`src/rtl/ex_muldiv_unit.sv`:
```
// Iterative radix-2 multiply/divide unit for the EX stage.
// Holds the HI/LO registers and raises busy_out while an operation is in flight.
module ex_muldiv_unit #(
    parameter int DATA_WIDTH = 32
) (
    input  logic                  clk,
    input  logic                  rst,
    input  logic                  start_in,
    input  logic [1:0]            op_in,
    input  logic [DATA_WIDTH-1:0] RegRsData_in,
    input  logic [DATA_WIDTH-1:0] RegRtData_in,
    input  logic                  flush_in,
    output logic                  busy_out,
    output logic                  done_out,
    output logic [DATA_WIDTH-1:0] hi_out,
    output logic [DATA_WIDTH-1:0] lo_out
);
    localparam int W  = DATA_WIDTH;
    localparam int CW = $clog2(DATA_WIDTH);

    typedef enum logic [1:0] {S_IDLE, S_RUN, S_FINISH} state_t;
    state_t r_state, w_next;

    logic [1:0]    r_op;
    logic [W-1:0]  r_a, r_b, r_rs_raw, r_hi, r_lo;
    logic [2*W-1:0] r_acc;
    logic          r_neg_q, r_neg_r, r_busy, r_done;
    logic [CW-1:0] r_cnt;

    // op_in[0] selects signed, op_in[1] selects divide
    logic         w_signed, w_rs_neg, w_rt_neg;
    logic [W-1:0] w_rs_abs, w_rt_abs;
    assign w_signed = op_in[0];
    assign w_rs_neg = w_signed & RegRsData_in[W-1];
    assign w_rt_neg = w_signed & RegRtData_in[W-1];
    assign w_rs_abs = w_rs_neg ? (W'(0) - RegRsData_in) : RegRsData_in;
    assign w_rt_abs = w_rt_neg ? (W'(0) - RegRtData_in) : RegRtData_in;

    // Shift-add: multiplier sits in the low half and drains out to the right
    logic [W:0]     w_mul_sum;
    logic [2*W-1:0] w_mul_acc;
    assign w_mul_sum = {1'b0, r_acc[2*W-1:W]} + (r_acc[0] ? {1'b0, r_a} : {(W+1){1'b0}});
    assign w_mul_acc = {w_mul_sum, r_acc[W-1:1]};

    // Restoring divide: remainder in the high half, quotient bits enter at bit 0
    logic [W+1:0]   w_div_diff;
    logic [2*W-1:0] w_div_acc;
    assign w_div_diff = {1'b0, r_acc[2*W-1:W-1]} - {2'b00, r_b};
    assign w_div_acc  = w_div_diff[W+1] ? {r_acc[2*W-2:0], 1'b0}
                                        : {w_div_diff[W-1:0], r_acc[W-2:0], 1'b1};

    logic [2*W-1:0] w_prod;
    logic [W-1:0]   w_quo, w_rem;
    assign w_prod = r_neg_q ? ((2*W)'(0) - r_acc) : r_acc;
    assign w_quo  = r_neg_q ? (W'(0) - r_acc[W-1:0]) : r_acc[W-1:0];
    assign w_rem  = r_neg_r ? (W'(0) - r_acc[2*W-1:W]) : r_acc[2*W-1:W];

    always_comb begin
        w_next = r_state;
        case (r_state)
            S_IDLE:   if (start_in && !flush_in) w_next = S_RUN;
            S_RUN:    if (flush_in) w_next = S_IDLE;
                      else if (r_cnt == CW'(W-1)) w_next = S_FINISH;
            S_FINISH: w_next = S_IDLE;
            default:  w_next = S_IDLE;
        endcase
    end

    always_ff @(posedge clk or negedge rst) begin
        if (!rst) r_state <= S_IDLE;
        else      r_state <= w_next;
    end

    always_ff @(posedge clk or negedge rst) begin
        if (!rst) begin
            r_op     <= '0;
            r_a      <= '0;
            r_b      <= '0;
            r_rs_raw <= '0;
            r_acc    <= '0;
            r_neg_q  <= 1'b0;
            r_neg_r  <= 1'b0;
            r_cnt    <= '0;
            r_hi     <= '0;
            r_lo     <= '0;
            r_busy   <= 1'b0;
            r_done   <= 1'b0;
        end else begin
            r_busy <= (w_next != S_IDLE);
            r_done <= 1'b0;
            case (r_state)
                S_IDLE: if (start_in && !flush_in) begin
                    r_op     <= op_in;
                    r_a      <= w_rs_abs;
                    r_b      <= w_rt_abs;
                    r_rs_raw <= RegRsData_in;
                    r_acc    <= {{W{1'b0}}, (op_in[1] ? w_rs_abs : w_rt_abs)};
                    r_neg_q  <= w_rs_neg ^ w_rt_neg;
                    r_neg_r  <= w_rs_neg;
                    r_cnt    <= '0;
                end
                S_RUN: begin
                    r_acc <= r_op[1] ? w_div_acc : w_mul_acc;
                    r_cnt <= r_cnt + 1'b1;
                end
                S_FINISH: if (!flush_in) begin
                    r_done <= 1'b1;
                    if (!r_op[1]) begin
                        r_hi <= w_prod[2*W-1:W];
                        r_lo <= w_prod[W-1:0];
                    end else if (r_b == '0) begin
                        r_hi <= r_rs_raw;
                        r_lo <= '1;
                    end else begin
                        r_hi <= w_rem;
                        r_lo <= w_quo;
                    end
                end
                default: ;
            endcase
        end
    end

    assign busy_out = r_busy;
    assign done_out = r_done;
    assign hi_out   = r_hi;
    assign lo_out   = r_lo;
endmodule

```
`config.mk`:
```
export PLATFORM = sky130hd
export DESIGN_NAME = ex_muldiv_unit
export DESIGN_NICKNAME = d
export VERILOG_FILES = /design/src/rtl/ex_muldiv_unit.sv
export SDC_FILE = /design/constraint.sdc
export NUM_CORES = 1
export LEC_CHECK = 0
export CORE_ASPECT_RATIO = 0.8
export CORE_MARGIN = 10
export CORE_UTILIZATION = 35
export CTS_BUF_LIST = sky130_fd_sc_hd__clkbuf_4 sky130_fd_sc_hd__clkbuf_8
export CTS_CLUSTER_DIAMETER = 80
export DETAILED_ROUTE_END_ITERATION = 10
export PLACE_DENSITY = 0.49
export SYNTH_ARGS = -nofsm -noshare
export SYNTH_HDL_FRONTEND = slang
export SYNTH_SLANG_ARGS = --single-unit
```
`constraint.sdc`:
```
create_clock -name clk -period 4.4 [get_ports clk]
set_clock_uncertainty 0.1 [all_clocks]
set_input_delay 1.1 -clock clk [delete_from_list [all_inputs] [get_ports clk]]
set_output_delay 1.1 -clock clk [all_outputs]
set_load 0.005 [all_outputs]
```
# Word level (Yosys, flattened, before mapping)
# Cells that the tools add are included.
dict set report op_classes {
  div_mod_pow 0
  n_reduce_logical 9
  n_mux 23
  eq_ne 4
  n_shift 0
  n_addsub 8
  order_cmp 0
  bitwise 4
  multipliers 0
}
# op count
set op_table {}
lappend op_table {{32-bit 2-to-1 mux} 10}
lappend op_table {{64-bit 2-to-1 mux} 4}
lappend op_table {{64-bit one-hot mux with 2 select lines} 1}
lappend op_table {{1-bit by 32-bit subtractor with 32-bit output (first input constant)} 4}
lappend op_table {{1-bit by 64-bit subtractor with 64-bit output (first input constant)} 1}
lappend op_table {{33-bit by 32-bit subtractor with 34-bit output} 1}
lappend op_table {{32-bit by 32-bit adder with 33-bit output} 1}
lappend op_table {{32-bit zero test} 1}
lappend op_table {{5-bit one-hot mux with 2 select lines} 1}
lappend op_table {{2-bit 2-to-1 mux} 3}
lappend op_table {{2-bit AND reduction} 3}
lappend op_table {{5-bit by 1-bit adder with 5-bit output (second input constant)} 1}
lappend op_table {{5-bit equality test (second input constant)} 1}
lappend op_table {{5-bit 2-to-1 mux} 1}
lappend op_table {{2-bit one-hot mux with 2 select lines} 1}
lappend op_table {{2-bit nonzero test} 2}
lappend op_table {{1-bit AND} 2}
lappend op_table {{2-bit by 1-bit equality test with 1-bit output (second input constant)} 1}
lappend op_table {{2-bit equality test (second input constant)} 1}
lappend op_table {{2-bit zero test} 1}
lappend op_table {{1-bit 2-to-1 mux} 2}
lappend op_table {{2-bit != test (second input constant)} 1}
lappend op_table {{1-bit logical AND} 1}
lappend op_table {{1-bit zero test} 1}
lappend op_table {{other kinds (2)} 2}
dict set report word_totals {
  mem_bits_rw 0
  memories 0
  output_inout_bits 66
  romBits 0
  register_bits 237
  wordCells 61
  latchBits 0
}

# Logic depth before layout (Yosys ltp)
dict set report logic_depth {
  ltp_word 5
  depth_mapped 15
}

# Least setup slack after synthesis
# OpenSTA, ideal clock, no wires.
dict set report synth_path {
  kind {input -> register}
  startpoint {in RegRsData_in[13]}
  endpoint {reg r_acc[27]}
  setup_time_ps 142
  n_path_buf 0
  arrival_ps 3204
  t_required_ps 4158
  setup_slack_ps 954
  cell_stages 9
  cell_sequence {or4_1 nand2b_1 or4_1 nor3_1 a21oi_1 xnor2_1 nand2_1 o21ai_0 o221ai_1}
}
dict set report synth_between {
  elab_chain_cells 5
}
# element line
set synth_rtl {}
lappend synth_rtl {{from (decl)} 10} ;# input logic [DATA_WIDTH-1:0] RegRsData_in,
lappend synth_rtl {{1-bit by 32-bit subtractor with 32-bit output} 36} ;# assign w_rs_abs = w_rs_neg ? (W'(0) - RegRsData_in) : RegRsData_in;
lappend synth_rtl {{32-bit 2-to-1 mux} 36}
lappend synth_rtl {{32-bit 2-to-1 mux} 97} ;# r_acc <= {{W{1'b0}}, (op_in[1] ? w_rs_abs : w_rt_abs)};
lappend synth_rtl {{64-bit 2-to-1 mux} 92} ;# S_IDLE: if (start_in && !flush_in) begin
lappend synth_rtl {{64-bit one-hot mux with 2 select lines} 91} ;# case (r_state)
lappend synth_rtl {{to (signal assigned)} 97}
lappend synth_rtl {{to (signal assigned)} 103} ;# r_acc <= r_op[1] ? w_div_acc : w_mul_acc;
lappend synth_rtl {{to (decl)} 26} ;# logic [2*W-1:0] r_acc;
# Every way passes these cells. The select of a mux whose other input is x is not followed.
# A chain may end at the register's enable or synchronous reset.

# Worst setup path after layout
dict set report layout_path {
  startpoint {reg r_acc[31]}
  endpoint {reg r_acc[62]}
}
dict set report layout_between {
  elab_chain_cells 4
}
# element line
set layout_rtl {}
lappend layout_rtl {{33-bit by 32-bit subtractor with 34-bit output} 48} ;# assign w_div_diff = {1'b0, r_acc[2*W-1:W-1]} - {2'b00, r_b};
lappend layout_rtl {{64-bit 2-to-1 mux} 49} ;# assign w_div_acc = w_div_diff[W+1] ? {r_acc[2*W-2:0], 1'b0}
lappend layout_rtl {{64-bit 2-to-1 mux} 103}
lappend layout_rtl {{64-bit one-hot mux with 2 select lines} 91}
# Every way passes these cells.

==> summary.md <==
| Metric | Value |
|---|---|
| Outcome | `finished, final reports clean` |
| Largest net degree at the start of global routing | `93` |
| Longest Clk Path Bufs | `3` |
| Placed wire-length estimate | `roughly 56000 um` |
| Final Cell Area | `20700 um2` |
| Placement Setup Slack | `-0.00234 ns` |
| Worst Setup Slack, final | `0.497 ns` |
| Layout area overhead | `19.2%` |
| Vias in the first global route | `between 15000 and 20000` |
| Pre-antenna DRT Iters | `5` |
| I/O pins | `136` |
| Leading cell types in the layout, fill and taps excluded | `347 x nand2_1, 241 x o21ai_0, 234 x dfrtp_1` |
| Remaining DRCs | `0` |
| Die Ht | `around 220 um` |
| Post-Syn Area | `between 15000 and 20000 um2` |
| Crit end category | `flip-flop` |
| Multi-input gate area | `10700 um2` |
| FILL cells | `between 5000 and 6000` |
| Nets | `2475` |
| Max-cap violations | `0` |
| Clock latency at the later pin of the worst-skew pair | `roughly 0.63 ns` |
| CP Data Arrival Time | `between 4 and 5 ns` |
| Routed WL per cell | `roughly 23 um` |
| CTS H-tree depth | `2` |
| Via count | `about 17000` |
| EDFF count, synth | `0` |
| RSZ-0062 raised after global routing | `no` |
| Clock sinks | `between 200 and 250` |
| Syn. warnings | `0` |
| Average via count per standard cell | `between 5 and 6` |
| Post-Syn Instances | `~2200` |
| Synth Flop Type | `dfrtp_1` |
| Worst slew pin tran | `about 1.2 ns` |
| Synth Register Bits | `235` |
| Final Max Tran Viols | `0` |
| Hold Fails Final Rpt | `0` |
| Unique masters post-synth | `75` |
| Initial core utilization | `a little over a third` |
| Core Rows | `72` |
| Antenna violations before repair | `5` |
| Core Region | `~50000 um2` |
| Post-CTS Repair Setup Buffers | `0` |
| Asr flop ratio synth | `100%` |
| Full die area | `between 50000 and 60000 um2` |
| Most common cell after layout, fill and taps aside | `nand2_1` |
| Post-CTS Hold Fix Bufs | `0` |
| Syn avg cell area | `between 7 and 8 um2` |
| CTS root buffer | `clkbuf_8` |
| DR iter-0 viols | `between 1000 and 1500` |
| Tightest Hold Check Type | `in -> async` |
| Final Cycle Share | `between 80% and 90%` |
| Sequential cell area | `5880 um2` |
| CTS tree | `yes` |
| Num CTS Buffers | `42` |
| CP startpoint kind | `flip-flop` |
| TNS Setup | `0 ns` |
| Post-route ant nets | `0` |
| R2r setup slk | `between 0.4 and 0.5 ns` |
| Total track usage | `approximately a quarter` |
| Register area share after synthesis | `33.9%` |
| PortBufs | `approximately 140` |
| First-pass GRT wire length | `approximately 110000 um` |
| CP Max Fanout | `3` |
| Fin crit period | `between 3 and 4 ns` |
| VDD IR max | `0.294 mV` |
| Fin Hold WS | `around 0.37 ns` |
| Post-cts resize count | `0` |
| GR Overflow Total | `0` |
| GP Congestion | `0.926` |
| Crit path kind | `reg -> reg` |
| Final WL | `between 70000 and 80000 um` |
| Chip width | `approximately 270 um` |
| Leakage | `roughly 9 nW` |
| PwrDens | `541 nW/um2` |
| Fmax | `between 200 and 300 MHz` |
| Share of layout cells above drive strength 1 | `8.54%` |
| Reg clk slew, reported paths | `roughly 0.070 ns` |
| Slew Limit Headroom | `~17%` |
| Worst EP required | `just under 5 ns` |
| Placed cell areas | `between 15000 and 20000 um2` |
| Setup Viol. Count Final | `0` |
| Net Count, Synth | `2343` |
[metrics by stage]
step	cells	utilization, %	total power (W)
after global placement	2955	40.6	0.00880
after detailed placement	2955	40.6	0.00884
after global routing	3033	42.5	0.0119
final	3034	42.5	0.0112
after CTS	3032	42.5	0.0111
after floorplan	2201	-	0.00682
[cells by family (layout without fill, tap and decap cells)]
group	Yosys count	count (layout)	share of synthesized area (%)
buffers and inverters	212	377	4.63
adder cells (fa/ha/maj)	72	72	5.28
XOR/XNOR	190	190	9.59
AND/OR/NAND/NOR	764	764	20.3
multiplexers	70	70	4.06
flip-flops	235	235	33.9
AO/OA/AOI/OAI	658	658	22.3
other	0	2	0
[worst paths after layout]
check | from | endpoint | cells after the start
min | rst | hi_out[6] | 1
max in group asynchronous | rst | r_b[1] | 2
max | r_acc[31] | r_acc[62] | 13
min reg2reg | r_a[2] | r_a[2] | 2
max reg2reg | r_acc[31] | r_acc[62] | 13
min in group clk | r_a[2] | r_a[2] | 2
[sequential cells by signal, summed over array words and instances (netlist names)]
register and count:
busy_out 1, done_out 1, hi_out 32, lo_out 32, r_a 32, r_acc 64, r_b 32, r_cnt 5
r_neg_q 1, r_neg_r 1, r_op 1, r_rs_raw 31, r_state 2
[synthesized netlist by cell type, types with 8 or more instances]
master      n  area share (%)
nand2_1   347             7.5
o21ai_0   241             6.9
dfrtp_1   235              34
a21oi_1   199             5.7
nor2_1    180             3.9
clkbuf_1  117             2.5
xor2_1     98             4.9
xnor2_1    92             4.6
inv_1      74             1.6
ha_1       70             5.0
mux2i_1    67             3.9
and2_1     42             1.5
nor3_1     33            0.95
a21o_1     28             1.2
a31oi_1    27            0.97
o31ai_1    25             1.1
nand3_1    24            0.69
or3_1      19            0.68
a211oi_1   18            0.78
buf_1      15            0.32
nand2b_1   15            0.54
nand4_1    15            0.54
nor4_1     15            0.54
o21ai_1    15            0.43
or4_1      15            0.65
and3_1     14            0.50
nor2b_1    14            0.50
o221ai_1   14            0.71
a22oi_1    12            0.52
o21bai_1   10            0.43
o211ai_1    8            0.35
[power by group]
| part | switching [W] | internal, W | total [W] |
|---|---|---|---|
| clock | 0.00104 | 0.00121 | 0.00225 |
| combinational | 0.00365 | 0.00228 | 0.00593 |
| sequential | 0.000511 | 0.00251 | 0.00303 |
| total | 0.00520 | 0.00600 | 0.0112 |
[layer usage]
layer,wire [um],vias up,global-route usage [%]
met5,138,-,1.35
met4,1930,8,7.29
met3,6850,105,7.95
met2,29200,591,33.3
met1,32800,8068,33.2
li1,-,8001,-
[layout make-up]
class | count | area share (%)
inverters | 74 | 1.34
clock inverters | 11 | 0.320
diodes | 2 | 0.0242
repair buffers | 226 | 10.1
well taps | 666 | 4.03
multi-input cells | 1754 | 51.8
clock buffers | 66 | 4.03
flip-flops and latches | 235 | 28.4
[critical path, stage by stage (launching register included)]
cell      delay [ns]
dfrtp_1         0.39
inv_1           0.21
ha_1            0.32
inv_1           0.08
fa_1            0.42
a211oi_1        0.37
o21ai_0         0.15
a31oi_1         0.27
o21ai_0         0.23
a21o_1          0.26
and3_1          0.16
o31ai_1         0.28
mux2_2          0.37
a211oi_1        0.19
Note: power is estimated with default switching activity, not from simulation.
